## src/rtl/bloqueio_pkg.sv

```systemverilog
// Shared constants, state encoding and helpers for the password lockout front end.
package bloqueio_pkg;

  typedef enum logic {
    OCIOSO   = 1'b0,
    BLOQUEIO = 1'b1
  } estado_t;

  localparam int unsigned SENHA_W            = 4;
  localparam int unsigned ERR_W              = 2;
  localparam logic [SENHA_W-1:0] SENHA_CORRETA_DEF = 4'b1010;
  localparam int unsigned MAX_ERROS_DEF      = 3;
  localparam int unsigned T_BLOQUEIO_DEF     = 200;
  localparam int unsigned TW_DEF             = 8;

  // Progressive lockout shift: lockout count clamped to 2.
  function automatic logic [1:0] lock_shift(input logic [1:0] n);
    return (n > 2'd2) ? 2'd2 : n;
  endfunction

endpackage

```

## src/rtl/contador_bloqueio.sv

```systemverilog
// Loadable lockout down-counter with registered terminal count (count == 1).
// With BLOQUEIO_PROGRESSIVO_EN the load value is shifted by the clamped lockout count.
module contador_bloqueio
  import bloqueio_pkg::*;
#(
  parameter int unsigned TW = TW_DEF
) (
  input  logic          clk,
  input  logic          clr_i,
  input  logic          load_i,
  input  logic          en_i,
  input  logic [TW-1:0] load_val_i,
`ifdef BLOQUEIO_PROGRESSIVO_EN
  input  logic [1:0]    shift_i,
`endif
  output logic          tc_o
);

`ifdef BLOQUEIO_PROGRESSIVO_EN
  localparam int unsigned CW = TW + 2;
`else
  localparam int unsigned CW = TW;
`endif

  logic [CW-1:0] count_q, count_d, load_v;
  logic          tc_q;

`ifdef BLOQUEIO_PROGRESSIVO_EN
  assign load_v = CW'(load_val_i) << lock_shift(shift_i);
`else
  assign load_v = load_val_i;
`endif

  // Next count: load wins over decrement; stops at zero.
  always_comb begin
    count_d = count_q;
    if (load_i) begin
      count_d = load_v;
    end else if (en_i && (count_q != '0)) begin
      count_d = count_q - CW'(1);
    end
  end

  always_ff @(posedge clk) begin
    if (clr_i) begin
      count_q <= '0;
      tc_q    <= 1'b0;
    end else begin
      count_q <= count_d;
      tc_q    <= (count_d == CW'(1));
    end
  end

  assign tc_o = tc_q;

endmodule

```

## src/rtl/bloqueio_senha.sv

```systemverilog
// Password entry with consecutive-error counting and timed lockout.
// Optional macro BLOQUEIO_PROGRESSIVO_EN doubles lockout length on repeated lockouts.
module bloqueio_senha
  import bloqueio_pkg::*;
#(
  parameter logic [SENHA_W-1:0] SENHA_CORRETA = SENHA_CORRETA_DEF,
  parameter int unsigned        MAX_ERROS     = MAX_ERROS_DEF,
  parameter int unsigned        T_BLOQUEIO    = T_BLOQUEIO_DEF,
  parameter int unsigned        TW            = TW_DEF
) (
  input  logic               clk,
  input  logic               reset,
  input  logic               B,
  input  logic [SENHA_W-1:0] SENHA,
  input  logic               estado_fe,
  input  logic               H,
  output logic               senha_ok,
  output logic [ERR_W-1:0]   error_count,
  output logic               bloqueado,
  output logic               alarme
);

  localparam int unsigned      EW1     = ERR_W + 1;
  localparam logic [ERR_W-1:0] ERR_MAX = ERR_W'(MAX_ERROS);
  localparam logic [TW-1:0]    T_LOAD  = TW'(T_BLOQUEIO);

  estado_t          state_q;
  logic             b_prev_q;
  logic [ERR_W-1:0] err_q;
  logic             ok_q, al_q, bloq_q;

  logic clr, press, accept, correct, last_try, cnt_load, cnt_en, tc;

  assign clr      = reset | H;
  assign press    = B & ~b_prev_q;
  assign accept   = press & estado_fe & (state_q == OCIOSO);
  assign correct  = (SENHA == SENHA_CORRETA);
  assign last_try = (EW1'(err_q) + EW1'(1)) >= EW1'(MAX_ERROS);
  assign cnt_load = accept & ~correct & last_try;
  assign cnt_en   = (state_q == BLOQUEIO);

`ifdef BLOQUEIO_PROGRESSIVO_EN
  logic [1:0] lock_n_q;

  // Lockouts since the last correct attempt; saturates instead of wrapping.
  always_ff @(posedge clk) begin
    if (clr || (accept && correct)) begin
      lock_n_q <= 2'd0;
    end else if (cnt_load && (lock_n_q != 2'd3)) begin
      lock_n_q <= lock_n_q + 2'd1;
    end
  end
`endif

  contador_bloqueio #(
    .TW (TW)
  ) u_contador (
    .clk        (clk),
    .clr_i      (clr),
    .load_i     (cnt_load),
    .en_i       (cnt_en),
    .load_val_i (T_LOAD),
`ifdef BLOQUEIO_PROGRESSIVO_EN
    .shift_i    (lock_n_q),
`endif
    .tc_o       (tc)
  );

  // Attempt/lockout state machine with registered outputs.
  always_ff @(posedge clk) begin
    if (clr) begin
      state_q  <= OCIOSO;
      b_prev_q <= 1'b0;
      err_q    <= '0;
      ok_q     <= 1'b0;
      al_q     <= 1'b0;
      bloq_q   <= 1'b0;
    end else begin
      b_prev_q <= B;
      ok_q     <= 1'b0;
      al_q     <= 1'b0;
      case (state_q)
        OCIOSO: begin
          if (accept) begin
            if (correct) begin
              ok_q  <= 1'b1;
              err_q <= '0;
            end else if (!last_try) begin
              err_q <= err_q + ERR_W'(1);
            end else begin
              err_q   <= ERR_MAX;
              al_q    <= 1'b1;
              bloq_q  <= 1'b1;
              state_q <= BLOQUEIO;
            end
          end
        end
        BLOQUEIO: begin
          if (tc) begin
            state_q <= OCIOSO;
            bloq_q  <= 1'b0;
            err_q   <= '0;
          end
        end
        default: state_q <= OCIOSO;
      endcase
    end
  end

  assign senha_ok    = ok_q;
  assign error_count = err_q;
  assign bloqueado   = bloq_q;
  assign alarme      = al_q;

endmodule
```

## config.mk

```make
export PLATFORM = sky130hd
export DESIGN_NAME = bloqueio_senha
export DESIGN_NICKNAME = d
export VERILOG_FILES = /design/src/rtl/bloqueio_pkg.sv /design/src/rtl/contador_bloqueio.sv /design/src/rtl/bloqueio_senha.sv
export SDC_FILE = /design/constraint.sdc
export NUM_CORES = 1
export LEC_CHECK = 0
export CAP_MARGIN = 10
export CORE_MARGIN = 1.5
export CORE_UTILIZATION = 53
export CTS_CLUSTER_SIZE = 12
export DETAILED_ROUTE_END_ITERATION = 10
export PLACE_DENSITY = 0.8
export SETUP_SLACK_MARGIN = 0.05
export SLEW_MARGIN = 20
export SYNTH_ARGS = -nofsm -noshare
export SYNTH_HDL_FRONTEND = slang
export SYNTH_SLANG_ARGS = --single-unit
```

## constraint.sdc

```tcl
create_clock -name clk -period 2.8 [get_ports clk]
set_input_delay 0.56 -clock clk [delete_from_list [all_inputs] [get_ports clk]]
set_output_delay 0.56 -clock clk [all_outputs]
set_load 0.01 [all_outputs]
```

== Word-level counts from Yosys, hierarchy flattened ==
Cells that the tools add are included.

* Flip-flop bits (word level): 16
* Bits of input ports: 9
* Logic and storage cells: 52

* Equality and inequality tests: 6
* Bitwise logic cells: 10
* Muxes and demuxes: 18
* Reduce and logical (&&, ||, !) cells: 6
* $add $sub $neg: 3
* Magnitude comparators: 1

{| class="wikitable"
|+ Operators by type and width
! cell !! number
|-
| 8-bit two-way mux || 2
|-
| 1-bit two-way mux || 9
|-
| 8-bit by 1-bit equality test with 1-bit output (second input constant) || 1
|-
| 2-bit two-way mux || 4
|-
| 8-bit nonzero test || 1
|-
| 8-bit by 1-bit subtractor with 8-bit output (second input constant) || 1
|-
| 2-bit != test (second input constant) || 3
|-
| 1-bit bitwise AND || 5
|-
| 4-bit equality test (second input constant) || 1
|-
| 1-bit NOT || 4
|-
| 1-bit one-hot mux with 2 select lines || 2
|-
| 2-bit one-hot mux with 2 select lines || 1
|-
| 4-bit AND reduction || 1
|-
| 2-bit by 1-bit adder with 3-bit output (second input constant) || 1
|-
| 3-bit by 2-bit >= comparator with 1-bit output (second input constant) || 1
|-
| 3-bit OR reduction || 1
|-
| 2-bit by 1-bit adder with 2-bit output (second input constant) || 1
|-
| 2-bit by 1-bit != test with 1-bit output (second input constant) || 1
|-
| 2-bit AND reduction || 1
|-
| 2-bit OR reduction || 1
|-
| 1-bit logical AND || 1
|-
| 1-bit OR || 1
|}

== Longest topological paths before layout ==
Gate-level depths: netlist of the first run.

* Depth in word-level cells: 8
* Mapped depth: 6

== Cells and area by module ==
Synthesis of the first run repeated with hierarchy kept, for this count alone.

* Cell total of the unflattened synthesis: 103
* Area, all modules: 924.6 µm²

{| class="wikitable"
|+ By module, submodules not included
! module !! seq. area each (µm²) !! area an instance (µm²) !! cells an instance !! times used
|-
| contador_bloqueio || 180.2 || 599.3 || 70 || 1
|-
| bloqueio_senha || 140.1 || 325.3 || 33 || 1
|}

== Worst setup path before layout of the first run ==
No wires, ideal clock.

* Path kind: register to register
* Start: register state_q, in the netlist cnt_en
* End: register u_contador.tc_q, in the netlist u_contador.tc_o
* Period minus slack after synthesis: 1.769 ns
* Path buffers: 1
* Path slack: 1.031 ns
* Required time: 2.708 ns
* Cell stages (with the launch flop): 6
* Arrival: 1.677 ns
* Cells stage by stage: dfxtp_1 -> buf_4 -> or3b_2 -> nor3_1 -> mux2_2 -> nor4_1

* Word-level cells in the longest chain between the ends: 6

{| class="wikitable"
|+ Ends and longest elaborated chain
! item !! RTL line !! RTL
|-
| start, declared || bloqueio_senha.sv:27 || <nowiki>estado_t state_q;</nowiki>
|-
| start signal, assigned || bloqueio_senha.sv:72 || <nowiki>state_q <= OCIOSO;</nowiki>
|-
| start signal, assigned || bloqueio_senha.sv:94 || <nowiki>state_q <= BLOQUEIO;</nowiki>
|-
| start signal, assigned || bloqueio_senha.sv:100 || <nowiki>state_q <= OCIOSO;</nowiki>
|-
| 1-bit NOT || - ||
|-
| 1-bit bitwise AND || bloqueio_senha.sv:36 || <nowiki>assign accept = press & estado_fe & (state_q == OCIOSO);</nowiki>
|-
| 1-bit bitwise AND (2 in a row) || bloqueio_senha.sv:39 || <nowiki>assign cnt_load = accept & ~correct & last_try;</nowiki>
|-
| 8-bit two-way mux (*) || contador_bloqueio.sv:37 || <nowiki>if (load_i) begin</nowiki>
|-
| 8-bit by 1-bit equality test with 1-bit output (*) || contador_bloqueio.sv:50 || <nowiki>tc_q <= (count_d == CW'(1));</nowiki>
|-
| end signal, assigned || contador_bloqueio.sv:50 ||
|-
| end, declared || contador_bloqueio.sv:26 || <nowiki>logic tc_q;</nowiki>
|}

Every way passes the cells marked *; elsewhere a longest branch is shown, timed or not.
A chain may end at the register's enable or synchronous reset.

== Worst setup path after layout of the first run ==
Same ends and word-level chain as after synthesis.

==> results of run 1 <==
[synth_stat cells (2+ instances only)]
cell	n	area share (%)
a211oi_1	2	1.9
xnor2_1	3	3.3
nor4bb_1	2	2.5
ha_1	2	3.1
nand2_1	5	2.4
nor2_1	13	6.1
or2_2	2	1.6
nor2b_1	3	2.4
nor4_1	2	1.6
o21ai_0	3	1.9
a21oi_1	8	5.0
inv_1	6	2.8
a31oi_1	2	1.6
nand4bb_1	2	2.8
nor3_1	4	2.5
dfxtp_1	16	40
or3b_2	2	2.2
mux2i_1	2	2.5
[cell families after synthesis]
group           share of synthesized area, %
compound gates                          13.9
xor+xnor                                3.31
fa+ha+maj                               3.15
buf+inv                                 4.25
flops                                   40.3
mux                                     3.94
simple gates                            31.2
[power by group through the flow]
stage	combinational, mW	sequential (mW)	clock, mW
after floorplan	0.0107	0.235	0
after global placement	0.0256	0.235	0
after detailed placement	0.0262	0.235	0
after CTS	0.0264	0.229	0.152
after global routing	0.0285	0.230	0.165
final	0.0262	0.229	0.151
[final timing paths]
path | end | cells after the start | slack (ns) | start
worst max-delay path | u_contador.tc_o | 4 | 0.80 | cnt_en
worst min-delay path | bloqueado | 2 | 0.47 | bloqueado
worst max register to register | u_contador.tc_o | 4 | 0.80 | cnt_en
worst min register to register | bloqueado | 2 | 0.47 | bloqueado
[metrics by stage]
| stage | worst slack (ns) | cell area [sq um] | power, mW | hold WS [ns] | instances |
|---|---|---|---|---|---|
| after floorplan | 1.03 | 795 | 0.245 | 0.481 | 93 |
| after global placement | 0.708 | 932 | 0.260 | 0.448 | 119 |
| after detailed placement | 0.662 | 932 | 0.261 | 0.453 | 119 |
| after CTS | 0.803 | 968 | 0.408 | 0.466 | 123 |
| after global routing | 0.614 | 968 | 0.423 | 0.502 | 123 |
| final | 0.800 | 968 | 0.407 | 0.466 | 123 |
[per-layer routing]
metal	global-route usage (%)	share of wire (%)
met5	0	0
met2	30.9	47
met3	5.22	3.8
met1	29.5	49
met4	9.68	1.0
[registers in the layout (all words and copies together) (netlist names)]
register	count
cnt_en	1
error_count	2
u_contador.tc_o	1
senha_ok	1
bloqueado	1
b_prev_q	1
u_contador.count_q	8
alarme	1
[area by class of cell]
cell class,instances,area share [%]
multi-input combinational,69,45.5
sequential,16,33.1
timing repair buffer,13,13.4
clock buffer,4,3.75
inverter,6,2.33
tap,15,1.94
[worst reg2reg max path, stage by stage, from the launching register on]
cell and delay [ns]:
dfxtp_1 0.52, or3b_2 0.54, nor3_1 0.22, mux2_2 0.37, nor4_1 0.27
==> out/metrics.csv, run 1 <==
stage,metric,value,unit
run_status,outcome,"finished, final reports clean",
synthesis,Post-synth EDFFs,0,
timing,clock skew after layout,0.00413,ns
synthesis,Netlist cell types,32,
routing,# DRC,0,
synthesis,cell area after synthesis,795,sq um
floorplan,core area,1350,sq um
floorplan,Die ar.,1740,sq um
grt,largest net degree at the start of global routing,11,
worst_setup_path,Worst Path Arrival,2.19,ns
place,number of port buffers,13,
grt,global-route wire length before repair,2830,um
final_layout,Syn-to-layout area delta,21.9,%
place,GPL Wtd Cong,0.813,
timing,Final min period,2.00,ns
flow_run,Max Cap Violations,0,
timing,TNS Setup,0,ns
timing,Fmax achieved,500,MHz
grt,overall global routing resource usage,21.3,%
synthesis,share of synthesized flip-flops with an asynchronous set or reset,0,%
timing,period utilization,71.4,%
clocking,Longest Clk Path Bufs,2,
routing,via count,721,
worst_setup_path,worst path cell trace,"or3b_2, nor3_1, mux2_2, nor4_1",
timing,Hold Fails Final Rpt,0,
clocking,Post-CTS Hold Fix Bufs,0,
floorplan,IO Pins,14,
power,Clk pwr share,37.1,%
routing,vias per cell,5.86,
power,Sw Share,20.4,%
clocking,clock tree from TritonCTS,built,
clocking,CTS Sinks,16,
final_layout,multi-input logic area,440,sq um
timing,# setup viols final,0,
timing,slew of the pin with the lowest slew margin,0.473,ns
synthesis,#FFs+latches synth,16,
routing,DRT antenna net count,0,
floorplan,std cell rows,13,
power,part of the power in registers,56.4,%
worst_setup_path,Setup Crit Path Kind,reg -> reg,
floorplan,die width,41.7,um
grt,vias in the first global route,630,
clocking,cts bufs inserted,3,
final_layout,Seq. cell area,320,sq um
worst_setup_path,crit start category,flop,
worst_setup_path,Worst path slowest cell,or3b_2,
power,Switching Power,0.0829,mW
power,PwrDens,420,nW/um^2
hold_path,HP Class,reg -> reg,
timing,slew margin rel.,67.7,%
timing,final-report max-slew violation count,0,
synthesis,"Seq/Total Area, Yosys",40.3,%
final_layout,"leading cell type in the layout, fill and taps excluded",dfxtp_1,
final_layout,layout cells sized above 1,10.2,%
worst_setup_path,Top delay family on crit path,simple AND/OR/NAND/NOR gates,
routing,Post-Route WL,1630,um
routing,average wire per standard cell,13.2,um
final_layout,diode count,0,
timing,RSZ-0062 raised after global routing,no,
power,Internal,0.324,mW
clocking,root buffer cell,clkbuf_4,
worst_setup_path,CP max FO,10,
floorplan,Initial Util,58.9,%
final_layout,most frequent cells in the layout,"dfxtp_1 (16), nor2_1 (13), clkdlybuf4s50_1 (13)",
clocking,clock latency on the worst-skew pair,0.28,ns
synthesis,synthesized area per cell,8.54,sq um
synthesis,Syn. warnings,0,
synthesis,"Primary FF master, synth",dfxtp_1,
worst_setup_path,Buf/Inv on CP,0,
clocking,post-CTS repair timing setup buffer count,0,
power,Pleak,0.334,nW
grt,grt ovf,0,
synthesis,Synth Net Count,104,
final_layout,final-stage net count,120,
worst_setup_path,CP max stage delay,0.54,ns
routing,1st-pass router iterations,4,
clocking,H-tree depth,1,
clocking,clock slew at reported path FFs,0.09,ns
floorplan,Die H,41.7,um
routing,Initial DRC Count,21,
grt,initial antenna violation count,0,
final_layout,Post-Route Utilization,71.7,%
worst_setup_path,required time worst endpoint,2.99,ns
power,Max VDD drop,0.261,mV
clocking,cts repair resizes,0,
place,DP HPWL,1260,um
synthesis,Post-Syn Instances,93,
worst_setup_path,CP endpoint kind,flop,
final_layout,Fillers,105,
power,combinational power share,6.5,%
No activity file was read; power rests on OpenSTA's default activity.
==> inputs of run 2 (changes only) <==
Settings changed: CORE_UTILIZATION 53 to 45, PLACE_DENSITY 0.8 to 0.73.
Clock period 2.8 ns to 1.6 ns, I/O delays scaled along.
==> out/metrics.csv, run 2 (synthesis results as in run 1) <==
stage,metric,value,unit,change
floorplan,std cell rows,15,,was 13
floorplan,die width,45.0,um,was 41.7 um
hold_path,Hold EP,bloqueado,,unchanged
power,PwrDens,616,nW/um^2,was 420 nW/um^2
worst_setup_path,worst path cell trace,"or4_4, buf_6, o21ai_4, buf_4, buf_6, buf_4, a211oi_2",,"was or3b_2, nor3_1, mux2_2, nor4_1"
final_layout,Seq. cell area,328,sq um,was 320 sq um
final_layout,Syn-to-layout area delta,52.3,%,was 21.9%
grt,initial antenna violation count,0,,unchanged
place,GPL Wtd Cong,0.821,,was 0.813
clocking,CTS Sinks,16,,unchanged
final_layout,final-stage net count,140,,was 120
worst_setup_path,Worst path slowest cell,or4_4,,was or3b_2
grt,overall global routing resource usage,23.0,%,was 21.3%
routing,via count,824,,was 721
routing,# DRC,0,,unchanged
place,number of port buffers,13,,unchanged
timing,clock skew after layout,0.00571,ns,was 0.00413 ns
timing,# setup viols final,2,,was 0
final_layout,diode count,0,,unchanged
worst_setup_path,Setup Crit Path Kind,reg -> reg,,unchanged
timing,period utilization,106,%,was 71.4%
timing,Fmax achieved,591,MHz,was 500 MHz
worst_setup_path,required time worst endpoint,1.78,ns,was 2.99 ns
clocking,root buffer cell,clkbuf_4,,unchanged
hold_path,min-delay src,bloqueado,,unchanged
final_layout,largest register by flop count,u_contador.count_q,,unchanged
timing,slew margin rel.,68.8,%,was 67.7%
final_layout,layout cells sized above 1,35.9,%,was 10.2%
final_layout,Fillers,131,,was 105
grt,grt ovf,0,,unchanged
place,DP HPWL,1400,um,was 1260 um
timing,Hold WS,0.463,ns,was 0.466 ns
routing,Initial DRC Count,27,,was 21
worst_setup_path,CP max FO,3,,was 10
hold_path,HP Class,reg -> reg,,unchanged
worst_setup_path,Buf/Inv on CP,4,,was 0
routing,DRT antenna net count,0,,unchanged
grt,met2 usage,36.3,%,was 30.9%
clocking,Post-CTS Hold Fix Bufs,0,,unchanged
timing,final-report max-slew violation count,0,,unchanged
clocking,clock latency on the worst-skew pair,0.30,ns,was 0.28 ns
worst_setup_path,reg2reg start,u_contador.count_q[2],,was cnt_en
worst_setup_path,Top delay family on crit path,simple AND/OR/NAND/NOR gates,,unchanged
floorplan,Initial Util,47.0,%,was 58.9%
flow_run,Max Cap Violations,0,,unchanged
final_layout,"leading cell type in the layout, fill and taps excluded",buf_4,,was dfxtp_1
worst_setup_path,CP endpoint kind,flop,,unchanged
final_layout,Largest register FFs,8,,unchanged
grt,largest net degree at the start of global routing,10,,was 11
clocking,H-tree depth,1,,unchanged
clocking,Longest Clk Path Bufs,2,,unchanged
worst_setup_path,CP max stage delay,0.56,ns,was 0.54 ns
timing,Hold Fails Final Rpt,0,,unchanged
floorplan,IO Pins,14,,unchanged
final_layout,most frequent cells in the layout,"buf_4 (18), nor2_1 (12), clkdlybuf4s50_1 (11)",,"was dfxtp_1 (16), nor2_1 (13), clkdlybuf4s50_1 (13)"
clocking,cts bufs inserted,3,,unchanged
power,Max VDD drop,0.341,mV,was 0.261 mV
floorplan,core area,1690,sq um,was 1350 sq um
hold_path,hold path depth,2,,unchanged
worst_setup_path,worst reg-to-reg path cell count,7,,was 4
run_status,failing checks,setup timing,,
worst_setup_path,Worst Path Arrival,1.88,ns,was 2.19 ns
routing,Post-Route WL,2280,um,was 1630 um
timing,Final min period,1.69,ns,was 2.00 ns
run_status,outcome,finished with violations,,"was finished, final reports clean"
clocking,clock slew at reported path FFs,0.10,ns,was 0.09 ns
worst_setup_path,Worst R2R End,u_contador.count_q[1],,was u_contador.tc_o
timing,setup ws final,-0.0926,ns,was 0.800 ns
worst_setup_path,crit start category,flop,,unchanged
grt,met1 GRT Util,30.0,%,was 29.5%
routing,vias per cell,5.68,,was 5.86
grt,grt met3 use,3.60,%,was 5.22%
grt,global-route wire length before repair,3330,um,was 2830 um
final_layout,multi-input logic area,513,sq um,was 440 sq um
routing,1st-pass router iterations,4,,unchanged
floorplan,Die ar.,2030,sq um,was 1740 sq um
power,total power,0.745,mW,was 0.407 mW
worst_setup_path,flop2flop setup slack,-0.09,ns,was 0.80 ns
floorplan,Die H,45.0,um,was 41.7 um
clocking,clock tree from TritonCTS,built,,unchanged
grt,Top Usage Layer GRT,met2,,unchanged
timing,slew of the pin with the lowest slew margin,0.464,ns,was 0.473 ns
power,Pleak,0.465,nW,was 0.334 nW
routing,average wire per standard cell,15.8,um,was 13.2 um
grt,vias in the first global route,748,,was 630
timing,RSZ-0062 raised after global routing,yes,,was no
-- run 2: cell count changes in the layout (fill, tap and decap cells not counted), sizes merged --
cell           delta
buf              +20
dlymetal6s2s      +1
dlygate4sd2       +1
clkdlybuf4s50     -2
-- run 2: metal layers --
layer,share of wire [%],vias up
met5,0,-
met4,4.2,0
met1,41,389
li1,-,401
met3,3.5,9
met2,51,25
-- run 2: how the worst max path moves through the flow --
stage	from	endpoint	slack (ns)	depth (start not counted)
final	u_contador.count_q[2]	u_contador.count_q[1]	-0.09	7
after global routing	u_contador.count_q[1]	u_contador.count_q[1]	-0.13	8
after detailed placement	estado_fe	u_contador.count_q[2]	-0.14	5
after global placement	estado_fe	error_count[1]	-0.12	6
after floorplan	cnt_en	u_contador.tc_o	0.04	5
after CTS	u_contador.count_q[5]	u_contador.tc_o	-0.008	5
-- run 2: worst reg2reg max path, delay by kind of cell (launching register included) --
kind	cells	cell delay, ns
buffers and inverters	4	0.47
AOI/OAI and AO/OA	2	0.21
and+or+nand+nor	1	0.56
DFF	1	0.33
-- run 2: area by class of cell --
class	count	share of cell area, %
inverter	6	1.86
timing repair buffer	33	23.9
sequential	16	27.1
clock buffer	4	3.00
multi-input combinational	69	42.4
tap	17	1.76
-- run 2: per-stage QoR --
stage / utilization, % / instances / setup TNS (ns) / setup WS, ns / instance area [sq um]
3_5_place_dp: 62.7 / 134 / -1.51 / -0.140 / 1060
3_3_place_gp: 62.7 / 134 / -1.08 / -0.120 / 1060
5_1_grt: 71.6 / 145 / -0.370 / -0.126 / 1210
6_report: 71.6 / 145 / -0.125 / -0.0926 / 1210
4_1_cts: 65.6 / 139 / -0.00788 / -0.00788 / 1110
2_1_floorplan: - / 93 / 0 / 0.0351 / 825
-- run 2: timing repair --
action / CTS / global route
endpoints found under the setup margin: 6 / 9
buffers inserted: 1 / 7
gates resized for setup: 4 / 14
pin swaps: 4 / 6
-- run 2: where the power goes --
group	leakage, nW	switching [mW]	internal, mW
Combinational	0.312	0.0217	0.0353
Clock	0.0210	0.148	0.139
Sequential	0.132	0.00180	0.400
